**config.mk**
```make
export PLATFORM = sky130hd
export DESIGN_NAME = clk_div_multi
export DESIGN_NICKNAME = d
export VERILOG_FILES = /design/src/rtl/clk_div_multi.sv
export SDC_FILE = /design/constraint.sdc
export NUM_CORES = 1
export LEC_CHECK = 0
export BUFFER_PORTS_ARGS = -buffer_cell sky130_fd_sc_hd__buf_2
export CORE_ASPECT_RATIO = 1.2
export CORE_MARGIN = 8
export CORE_UTILIZATION = 40
export DETAILED_ROUTE_END_ITERATION = 8
export PLACE_DENSITY = 0.57
export RECOVER_POWER = 25
export SYNTH_ARGS = -nofsm -noshare
export SYNTH_HDL_FRONTEND = slang
export SYNTH_SLANG_ARGS = --single-unit
```
**constraint.sdc**
```tcl
create_clock -name clk -period 2.3 [get_ports clk]
set_input_delay 0.23 -clock clk [delete_from_list [all_inputs] [get_ports clk]]
set_output_delay 0.23 -clock clk [all_outputs]
set_load 0.005 [all_outputs]
```
**src/rtl/clk_div_multi.sv**
```systemverilog
// Multi-channel programmable slow-clock generator: per-channel divisor, enable and
// square/pulse mode, with shadowed glitch-free reconfiguration and a global phase restart.
module clk_div_multi #(
  parameter int NUM_CH  = 4,
  parameter int CNT_W   = 20,
  parameter int DEF_DIV = 312_500,
  parameter int CH_W    = (NUM_CH > 1) ? $clog2(NUM_CH) : 1
) (
  input  logic              clk,
  input  logic              reset_n,
  input  logic              wr_en,
  input  logic [CH_W-1:0]   wr_ch,
  input  logic [CNT_W-1:0]  wr_div,
  input  logic              wr_mode,
  input  logic [NUM_CH-1:0] ch_en,
  input  logic              sync_rst,
  output logic [NUM_CH-1:0] clk_out,
  output logic [NUM_CH-1:0] tick,
  output logic [NUM_CH-1:0] pend
);

  localparam logic [CNT_W-1:0] DEF_DIV_C = CNT_W'(DEF_DIV);
  localparam logic [CNT_W-1:0] ONE_C     = CNT_W'(1'b1);

  logic [NUM_CH-1:0][CNT_W-1:0] cnt_r, cnt_s;
  logic [NUM_CH-1:0][CNT_W-1:0] div_r, div_s;
  logic [NUM_CH-1:0][CNT_W-1:0] sh_div_r, sh_div_s;
  logic [NUM_CH-1:0]            mode_r, mode_s;
  logic [NUM_CH-1:0]            sh_mode_r, sh_mode_s;
  logic [NUM_CH-1:0]            tog_r, tog_s;
  logic [NUM_CH-1:0]            tick_r, tick_s;
  logic [NUM_CH-1:0]            pend_r, pend_s;
  logic [NUM_CH-1:0]            clk_out_r, clk_out_s;
  logic [NUM_CH-1:0]            wr_hit_s;
  logic [NUM_CH-1:0]            wrap_s;
  logic [NUM_CH-1:0]            apply_s;

  // Decode the write target and the per-channel wrap / apply conditions.
  // An out-of-range wr_ch matches no channel, so such writes fall away naturally.
  always_comb begin
    wr_hit_s = '0;
    wrap_s   = '0;
    apply_s  = '0;
    for (int i = 0; i < NUM_CH; i++) begin
      wr_hit_s[i] = wr_en && (int'(wr_ch) == i);
      // >= rather than == keeps the counter bounded even if div shrank while held
      wrap_s[i]   = ch_en[i] && (cnt_r[i] >= div_r[i]);
      apply_s[i]  = sync_rst || !ch_en[i] || wrap_s[i];
    end
  end

  // Next-state logic for every channel: counter, toggle, tick, config shadow.
  always_comb begin
    cnt_s     = cnt_r;
    div_s     = div_r;
    sh_div_s  = sh_div_r;
    mode_s    = mode_r;
    sh_mode_s = sh_mode_r;
    tog_s     = tog_r;
    tick_s    = tick_r;
    pend_s    = pend_r;
    clk_out_s = clk_out_r;
    for (int i = 0; i < NUM_CH; i++) begin
      if (sync_rst) begin
        cnt_s[i]  = '0;
        tog_s[i]  = 1'b0;
        tick_s[i] = 1'b0;
      end else if (!ch_en[i]) begin
        cnt_s[i]  = cnt_r[i];
        tog_s[i]  = tog_r[i];
        tick_s[i] = 1'b0;
      end else if (wrap_s[i]) begin
        cnt_s[i]  = '0;
        tog_s[i]  = ~tog_r[i];
        tick_s[i] = 1'b1;
      end else begin
        cnt_s[i]  = cnt_r[i] + ONE_C;
        tog_s[i]  = tog_r[i];
        tick_s[i] = 1'b0;
      end

      // Config only changes at a point where cnt is 0 or frozen, so no runt edges.
      if (apply_s[i]) begin
        pend_s[i] = 1'b0;
        if (wr_hit_s[i]) begin
          div_s[i]     = wr_div;
          mode_s[i]    = wr_mode;
          sh_div_s[i]  = wr_div;
          sh_mode_s[i] = wr_mode;
        end else if (pend_r[i]) begin
          div_s[i]  = sh_div_r[i];
          mode_s[i] = sh_mode_r[i];
        end else begin
          div_s[i]  = div_r[i];
          mode_s[i] = mode_r[i];
        end
      end else begin
        div_s[i]  = div_r[i];
        mode_s[i] = mode_r[i];
        if (wr_hit_s[i]) begin
          sh_div_s[i]  = wr_div;
          sh_mode_s[i] = wr_mode;
          pend_s[i]    = 1'b1;
        end else begin
          sh_div_s[i]  = sh_div_r[i];
          sh_mode_s[i] = sh_mode_r[i];
          pend_s[i]    = pend_r[i];
        end
      end

      clk_out_s[i] = mode_s[i] ? tick_s[i] : tog_s[i];
    end
  end

  // State and output registers with synchronous active-low reset.
  always_ff @(posedge clk) begin
    if (!reset_n) begin
      cnt_r     <= '0;
      div_r     <= {NUM_CH{DEF_DIV_C}};
      sh_div_r  <= {NUM_CH{DEF_DIV_C}};
      mode_r    <= '0;
      sh_mode_r <= '0;
      tog_r     <= '0;
      tick_r    <= '0;
      pend_r    <= '0;
      clk_out_r <= '0;
    end else begin
      cnt_r     <= cnt_s;
      div_r     <= div_s;
      sh_div_r  <= sh_div_s;
      mode_r    <= mode_s;
      sh_mode_r <= sh_mode_s;
      tog_r     <= tog_s;
      tick_r    <= tick_s;
      pend_r    <= pend_s;
      clk_out_r <= clk_out_s;
    end
  end

  assign clk_out = clk_out_r;
  assign tick    = tick_r;
  assign pend    = pend_r;

endmodule

```
==> run summary, run 1 <==
* **Worst Slack Setup Final** -9.30 ps
* **result of the run** finished, violations left
* **H-tree depth reported by CTS** 1
* **antenna-violating nets left** 0
* **initial core utilization** 0.403
* **Clock Latency Late Sink** 530 ps
* **total power density per cell area** 697 nW/um^2
* **# setup viols final** 1
* **endpoint required time on the critical path** 2730 ps
* **signed area change from the synthesized netlist to the final layout** 23.6%
* **clock transition at the registers of the reported paths** 60 ps
* **clock tree buffer depth** 3
* **sum of routed wire length over all layers** 28.0 mm
* **critical path fanouts, max** 7
* **DR vias** 8994
* **maximum number of pins on one net before global-route repair** 115
* **maximum clock frequency** 0.433 GHz
* **TritonCTS Sinks** 264
* **vias in the first global route** 8356
* **count of unresolved DRC violations after routing** 0
* **Synthesis Warnings** 0
* **CP arrival** 2740 ps
* **syn_nets** 1423
* **placed wire-length estimate** 18.7 mm
* **Critical Path Start Type** flop
* **share of post-route cells with drive strength above 1** 0.221
* **most frequent cell after synthesis** sky130_fd_sc_hd__dfxtp_1
* **cts bufs inserted** 27
* **endpoints failing hold** 0
* **Buffers on Ports** 42
* **sum of negative setup slack** -9.30 ps
* **top cell type's share of synthesized area** 0.445
* **most common library cells after synthesis** sky130_fd_sc_hd__dfxtp_1, sky130_fd_sc_hd__nor2_1, sky130_fd_sc_hd__nand2_1, sky130_fd_sc_hd__inv_1, sky130_fd_sc_hd__ha_1
* **Starting DRT DRC Count** 436
* **Min Clock Period, post-route** 2310 ps
* **synthesized netlist cell count** 1308
* **Tcrit/Tclk final** 1.00
* **full die area** 35500 um^2
* **horizontal extent of the die** 173 um
* **actual slew at the worst max-slew pin** 618 ps
* **HP Class** in -> reg
* **count of pins over their slew limit** 0
* **Total Nets Final** 1509
* **final weighted congestion in routability-driven placement** 0.737
* **global-route wire length before repair** 43.6 mm
* **distinct cell type count after synthesis** 57
* **proportion of synthesized flip-flops having asynchronous set or reset** 0
* **max-cap check violation count** 0
* **TritonCTS clock tree** yes
* **total congestion overflow after global routing** 0
* **leakage power figure** 6.27 nW
* **final clock skew** 9.12 ps
* **Top Ports** 43
* **Yosys reg bits** 264
* **final hold slack** 52.7 ps
* **largest cells by area after synthesis** sky130_fd_sc_hd__dfxtp_1, sky130_fd_sc_hd__ha_1, sky130_fd_sc_hd__mux2i_1
* **setup repair after global routing missed its margin** true
* **relative max-transition margin** 0.588
* **reg-to-reg setup timing slack** -9 ps
* **type of element capturing the critical path** flop
* **layout filler cell count** 2688
* **Root Driver** sky130_fd_sc_hd__clkbuf_16
* **Post-CTS Hold Fix Bufs** 0
* **Final Core Density** 0.498
* **site row count** 69
* **floorplan core area** 29400 um^2
* **failing checks** negative setup slack
* **main flop type after synthesis** sky130_fd_sc_hd__dfxtp_1
* **combined area of all synthesized cells** 11900 um^2
* **average footprint of a synthesized cell** 9.08 um^2
* **sequential area share after synthesis** 0.445
* **via count normalized by instance count** 4.98
* **Yosys top cell by area** sky130_fd_sc_hd__dfxtp_1
* **detailed-route wire length per cell** 15.5 um
* **pre-CTS WS** -73.2 ps
* **Pre-Repair DR Iteration Count** 4
* **vertical die dimension** 205 um
* **gr usage total** 0.148
* **category of the critical setup timing path** reg -> reg
* **number of flops mapped to enable cells by yosys** 0
* **peak supply drop** 0.000404 V
* **antenna violations before repair** 3
## final cells by class
class,instances,area (um^2),area share
flip-flops and latches,264,5330,0.363
diodes,2,5.00,0.000341
clock inverters,12,188,0.0128
multi-input cells,896,6480,0.441
well taps,390,488,0.0333
inverters,88,332,0.0226
repair buffers,117,1070,0.0730
clock buffers,36,790,0.0538
## kinds of logic after synthesis
| kind of cell | synth area share |
|---|---|
| simple gates | 0.185 |
| flops | 0.445 |
| compound gates | 0.109 |
| buf+inv | 0.0542 |
| fa+ha+maj | 0.0885 |
| xor+xnor | 0.0576 |
| mux | 0.0599 |
## layer usage
layer  part of all wire  global-route usage  up-vias
li1                   -                   -     4632
met1               0.46               0.192     4200
met2               0.47               0.253      109
met3              0.038              0.0243       51
met4              0.028              0.0401        2
met5            0.00057                   0        -
## stage by stage
step | instances | power (W) | area [um^2]
floorplan | 1308 | 0.00522 | 11900
finish | 1805 | 0.0102 | 14700
CTS | 1789 | 0.0103 | 13900
global placement | 1739 | 0.00544 | 12800
detailed placement | 1739 | 0.00545 | 12800
global route | 1804 | 0.0106 | 14700
## worst max-delay path, cell delays in order (launching register included)
cell and delay (ps):
sky130_fd_sc_hd__dfxtp_2 340, sky130_fd_sc_hd__inv_2 40, sky130_fd_sc_hd__ha_4 190, sky130_fd_sc_hd__nand2b_4 130, sky130_fd_sc_hd__a21o_1 170, sky130_fd_sc_hd__a211o_1 280
sky130_fd_sc_hd__a21oi_2 200, sky130_fd_sc_hd__o311ai_4 160, sky130_fd_sc_hd__o21a_4 310, sky130_fd_sc_hd__clkbuf_16 180, sky130_fd_sc_hd__a211oi_2 210
## placed cells by master, fill, tap and decap left out, types with 6 or more instances in the layout
master and n:
sky130_fd_sc_hd__nor2_1 167, sky130_fd_sc_hd__inv_1 81, sky130_fd_sc_hd__nor3_1 9, sky130_fd_sc_hd__a21oi_2 11, sky130_fd_sc_hd__nand4_1 32, sky130_fd_sc_hd__buf_4 50, sky130_fd_sc_hd__buf_12 12, sky130_fd_sc_hd__nor2_4 7
sky130_fd_sc_hd__ha_4 14, sky130_fd_sc_hd__o211ai_1 17, sky130_fd_sc_hd__a31oi_1 10, sky130_fd_sc_hd__a211oi_1 12, sky130_fd_sc_hd__nand2_1 139, sky130_fd_sc_hd__buf_2 42, sky130_fd_sc_hd__a211oi_2 15, sky130_fd_sc_hd__clkinv_2 7
sky130_fd_sc_hd__xnor2_1 26, sky130_fd_sc_hd__buf_6 6, sky130_fd_sc_hd__clkbuf_16 33, sky130_fd_sc_hd__o31ai_1 22, sky130_fd_sc_hd__a21oi_1 34, sky130_fd_sc_hd__ha_1 68, sky130_fd_sc_hd__nor2b_1 19, sky130_fd_sc_hd__and4_1 10
sky130_fd_sc_hd__a21o_1 8, sky130_fd_sc_hd__nor3_2 6, sky130_fd_sc_hd__mux2i_1 70, sky130_fd_sc_hd__xor2_1 52, sky130_fd_sc_hd__dfxtp_2 29, sky130_fd_sc_hd__nand2b_1 6, sky130_fd_sc_hd__o21ai_1 8, sky130_fd_sc_hd__dfxtp_1 234
sky130_fd_sc_hd__nor2_2 13, sky130_fd_sc_hd__nand3_1 44, sky130_fd_sc_hd__and3_1 8, sky130_fd_sc_hd__clkbuf_8 8, sky130_fd_sc_hd__inv_2 6
## sequential cells by signal, indices dropped and copies added, names as in the netlist
name       count
clk_out        4
cnt_r         80
div_r         80
mode_r         4
pend           4
sh_div_r      80
sh_mode_r      4
tick           4
tog_r          4
## path summary, 6_finish.rpt
kind,start,to,cells after the start
hold / removal,wr_div[13],sh_div_r[73]$_SDFFE_PN0P_,3
setup reg to reg,cnt_r[20]$_SDFFE_PP0P_,div_r[26]$_SDFFE_PN0P_,10
hold reg to reg,sh_div_r[60]$_SDFFE_PN0P_,sh_div_r[60]$_SDFFE_PN0P_,2
setup / recovery,cnt_r[20]$_SDFFE_PP0P_,div_r[26]$_SDFFE_PN0P_,10
## power by group
part	internal [W]	switching [W]
logic	0.000283	0.000439
clock network	0.00295	0.00182
registers	0.00468	0.0000466
total	0.00792	0.00231
## timing repair
item                       CTS  global route
gates cloned                 1             7
resized for setup           19           131
setup endpoints to repair   19           158
pin swaps                    4            46
buffers inserted             1             8
No activity file was read; power rests on OpenSTA's default activity.
==> run 2: changes to the inputs <==
--- a/config.mk
+++ b/config.mk
@@ -10,7 +10,7 @@
 export CORE_MARGIN = 8
 export CORE_UTILIZATION = 40
 export DETAILED_ROUTE_END_ITERATION = 8
-export PLACE_DENSITY = 0.57
+export PLACE_DENSITY = 0.6
 export RECOVER_POWER = 25
 export SYNTH_ARGS = -nofsm -noshare
 export SYNTH_HDL_FRONTEND = slang
==> run summary, run 2 (same netlist as run 1, synthesis figures left out) <==
* **antenna-violating nets left** 0, unchanged
* **max-cap check violation count** 0, unchanged
* **final weighted congestion in routability-driven placement** 0.785, +6.5%
* **signed area change from the synthesized netlist to the final layout** 21.7%
* **actual slew at the worst max-slew pin** 847 ps, +229 ps
* **Top Ports** 43, unchanged
* **Pre-Repair DR Iteration Count** 4, unchanged
* **CP arrival** 2670 ps, -70 ps
* **result of the run** finished, final reports clean
* **peak supply drop** 0.000523 V, +29%
* **reg-to-reg endpoint** div_r[25]$_SDFFE_PN1P_
* **horizontal extent of the die** 173 um, unchanged
* **TritonCTS clock tree** yes
* **placed wire-length estimate** 18.8 mm, +0.27%
* **kind of cell adding the most delay to the critical path** compound AO/OA/AOI/OAI gates
* **Pint** 0.00761 W, -3.9%
* **clock share of power** 0.454, -0.013
* **layout filler cell count** 2711, +0.86%
* **gr usage total** 0.148, -0.000613
* **cells traversed along the worst timing path** inv_2 > ha_4 > nand2b_4 > a21o_1 > a211o_1 > a21oi_2 > o311ai_4 > buf_4 > o21ai_4 > clkbuf_16 > o211ai_1
* **H-tree depth reported by CTS** 1, unchanged
* **largest registers** cnt_r x80, div_r x80, sh_div_r x80
* **final clock skew** 12.1 ps, +2.99 ps
* **buffers plus inverters on the worst setup path** 3, +1
* **initial core utilization** 0.403, unchanged
* **HP Class** in -> reg
* **sequential cell fraction of total power** 0.475, +0.013
* **reg-to-reg setup timing slack** 30 ps, +40 ps
* **commonest non-fill, non-tap cell in the layout** sky130_fd_sc_hd__dfxtp_1
* **n_diodes** 0, -2
* **DR vias** 8939, -0.61%
* **floorplan core area** 29400 um^2, unchanged
* **Post-CTS Hold Fix Bufs** 0, unchanged
* **Cell Area, Placed** 12900 um^2, +0.58%
* **worst reg2reg startpoint** cnt_r[20]$_SDFFE_PP0P_
* **global-route wire length before repair** 43.5 mm, -0.22%
* **relative max-transition margin** 0.435, -0.153
* **commonest cells after routing, fill and taps aside** sky130_fd_sc_hd__dfxtp_1, sky130_fd_sc_hd__nor2_1, sky130_fd_sc_hd__nand2_1, sky130_fd_sc_hd__inv_1, sky130_fd_sc_hd__ha_1
* **Buffers on Ports** 42, unchanged
* **category of the critical setup timing path** reg -> reg
* **maximum clock frequency** 0.441 GHz, +1.8%
* **antenna violations before repair** 0, -3
* **clock transition at the registers of the reported paths** 60 ps, about the same
* **Min Clock Period, post-route** 2270 ps, -40.0 ps
* **Slowest Stage Delay on Critical Path** 330 ps, about the same
* **sum of negative setup slack** 0 ps, +9.30 ps
* **TritonCTS Sinks** 264, unchanged
* **endpoints failing hold** 0, unchanged
* **type of element capturing the critical path** flop
* **via count normalized by instance count** 4.93, -1.1%
* **Critical path origin** cnt_r[20]$_SDFFE_PP0P_
* **fraction of power spent switching nets** 0.235, +0.00895
* **Critical Path Stages** 11, +1
* **endpoint required time on the critical path** 2700 ps, -30 ps
* **detailed-route wire length per cell** 15.0 um, -2.9%
* **Clock Latency Late Sink** 540 ps, about the same
* **count of unresolved DRC violations after routing** 0, unchanged
* **critical path fanouts, max** 8, +1
* **vertical die dimension** 205 um, unchanged
* **number of cells traversed by the worst hold path** 3, unchanged
* **worst setup path end** div_r[25]$_SDFFE_PN1P_
* **sum of routed wire length over all layers** 27.3 mm, -2.4%
* **share of post-route cells with drive strength above 1** 0.188, -0.0333
* **reported net switching power** 0.00234 W, +1.1%
* **Total Nets Final** 1518, +0.60%
* **Slowest-stage cell, CP** sky130_fd_sc_hd__dfxtp_2
* **maximum number of pins on one net before global-route repair** 115, unchanged
* **combinational share of power** 0.071, about the same
* **vias in the first global route** 8545, +2.3%
* **total power density per cell area** 688 nW/um^2, -1.2%
* **Root Driver** sky130_fd_sc_hd__clkbuf_16
* **setup repair after global routing missed its margin** true
* **worst reg-to-reg path cell count** 11, +1
* **leakage power figure** 6.25 nW, -0.39%
* **Starting DRT DRC Count** 372, -15%
* **site row count** 69, unchanged
* **# setup viols final** 0, -1
* **Tcrit/Tclk final** 0.987, -0.0174
* **count of pins over their slew limit** 0, unchanged
* **clock tree buffer depth** 3, unchanged
* **total congestion overflow after global routing** 0, unchanged
* **Critical Path Start Type** flop
* **cts bufs inserted** 27, unchanged
* **full die area** 35500 um^2, unchanged
* **Layout Cell Area excl Fill** 14500 um^2, -1.5%
-- run 2: worst register-to-register path, delay by kind of cell (launching register included) --
| family | cells | cell delay, ps |
|---|---|---|
| AOI/OAI and AO/OA | 6 | 1070 |
| DFF | 1 | 330 |
| adders and majority gates | 1 | 190 |
| and+or+nand+nor | 1 | 130 |
| buffers and inverters | 3 | 410 |
-- run 2: worst min path at each step --
stage | startpoint | endpoint | slack, ps
3_3_place_gp | sh_div_r[67]$_SDFFE_PN1P_ | sh_div_r[67]$_SDFFE_PN1P_ | 450
6_report | wr_div[6] | sh_div_r[66]$_SDFFE_PN0P_ | 30
4_1_cts | wr_div[6] | sh_div_r[66]$_SDFFE_PN0P_ | 10
2_1_floorplan | wr_mode | sh_mode_r[0]$_SDFFE_PN0P_ | 370
5_1_grt | wr_div[12] | sh_div_r[72]$_SDFFE_PN0P_ | 30
3_5_place_dp | sh_div_r[66]$_SDFFE_PN0P_ | sh_div_r[66]$_SDFFE_PN0P_ | 450
-- run 2: cell type report --
type	count	area (um^2)	share of cell area
multi-input cells	896	6290	0.435
flip-flops and latches	264	5300	0.367
repair buffers	126	1120	0.0775
clock buffers	32	744	0.0515
well taps	390	488	0.0338
inverters	88	332	0.0229
clock inverters	18	178	0.0123
-- run 2: metal layers --
| metal | part of all wire | global-route usage | routed length, um | up-vias |
|---|---|---|---|---|
| met2 | 0.48 | 0.255 | 13200 | 86 |
| li1 | - | - | - | 4646 |
| met5 | 0 | 0 | 0 | - |
| met3 | 0.026 | 0.0214 | 706 | 38 |
| met1 | 0.47 | 0.189 | 12900 | 4169 |
| met4 | 0.019 | 0.0456 | 529 | 0 |
-- run 2: power by group through the flow --
stage | clock [W] | combinational [W] | sequential, W
2_1_floorplan | 0 | 0.000411 | 0.00481
3_3_place_gp | 0 | 0.000618 | 0.00482
3_5_place_dp | 0 | 0.000630 | 0.00482
4_1_cts | 0.00463 | 0.000654 | 0.00472
5_1_grt | 0.00480 | 0.000774 | 0.00474
6_report | 0.00451 | 0.000707 | 0.00473
-- run 2: stage by stage --
step | hold WS (ps) | utilization | cells | total power (W) | worst slack (ps)
global route | 31.5 | 0.491 | 1814 | 0.0103 | -97.9
detailed placement | 453 | 0.439 | 1749 | 0.00545 | -81.5
floorplan | 371 | - | 1308 | 0.00522 | 1.57
CTS | 12.4 | 0.474 | 1802 | 0.0100 | 0.520
finish | 32.9 | 0.491 | 1814 | 0.00995 | 30.7
global placement | 446 | 0.439 | 1749 | 0.00544 | -18.7
-- run 2: timing repair --
item / 4_1_cts / 5_1_grt
gates cloned: 2 / 5
pin swaps: 9 / 28
gates resized for setup: 20 / 74
setup buffers: 1 / 7
setup endpoints to repair: 37 / 142
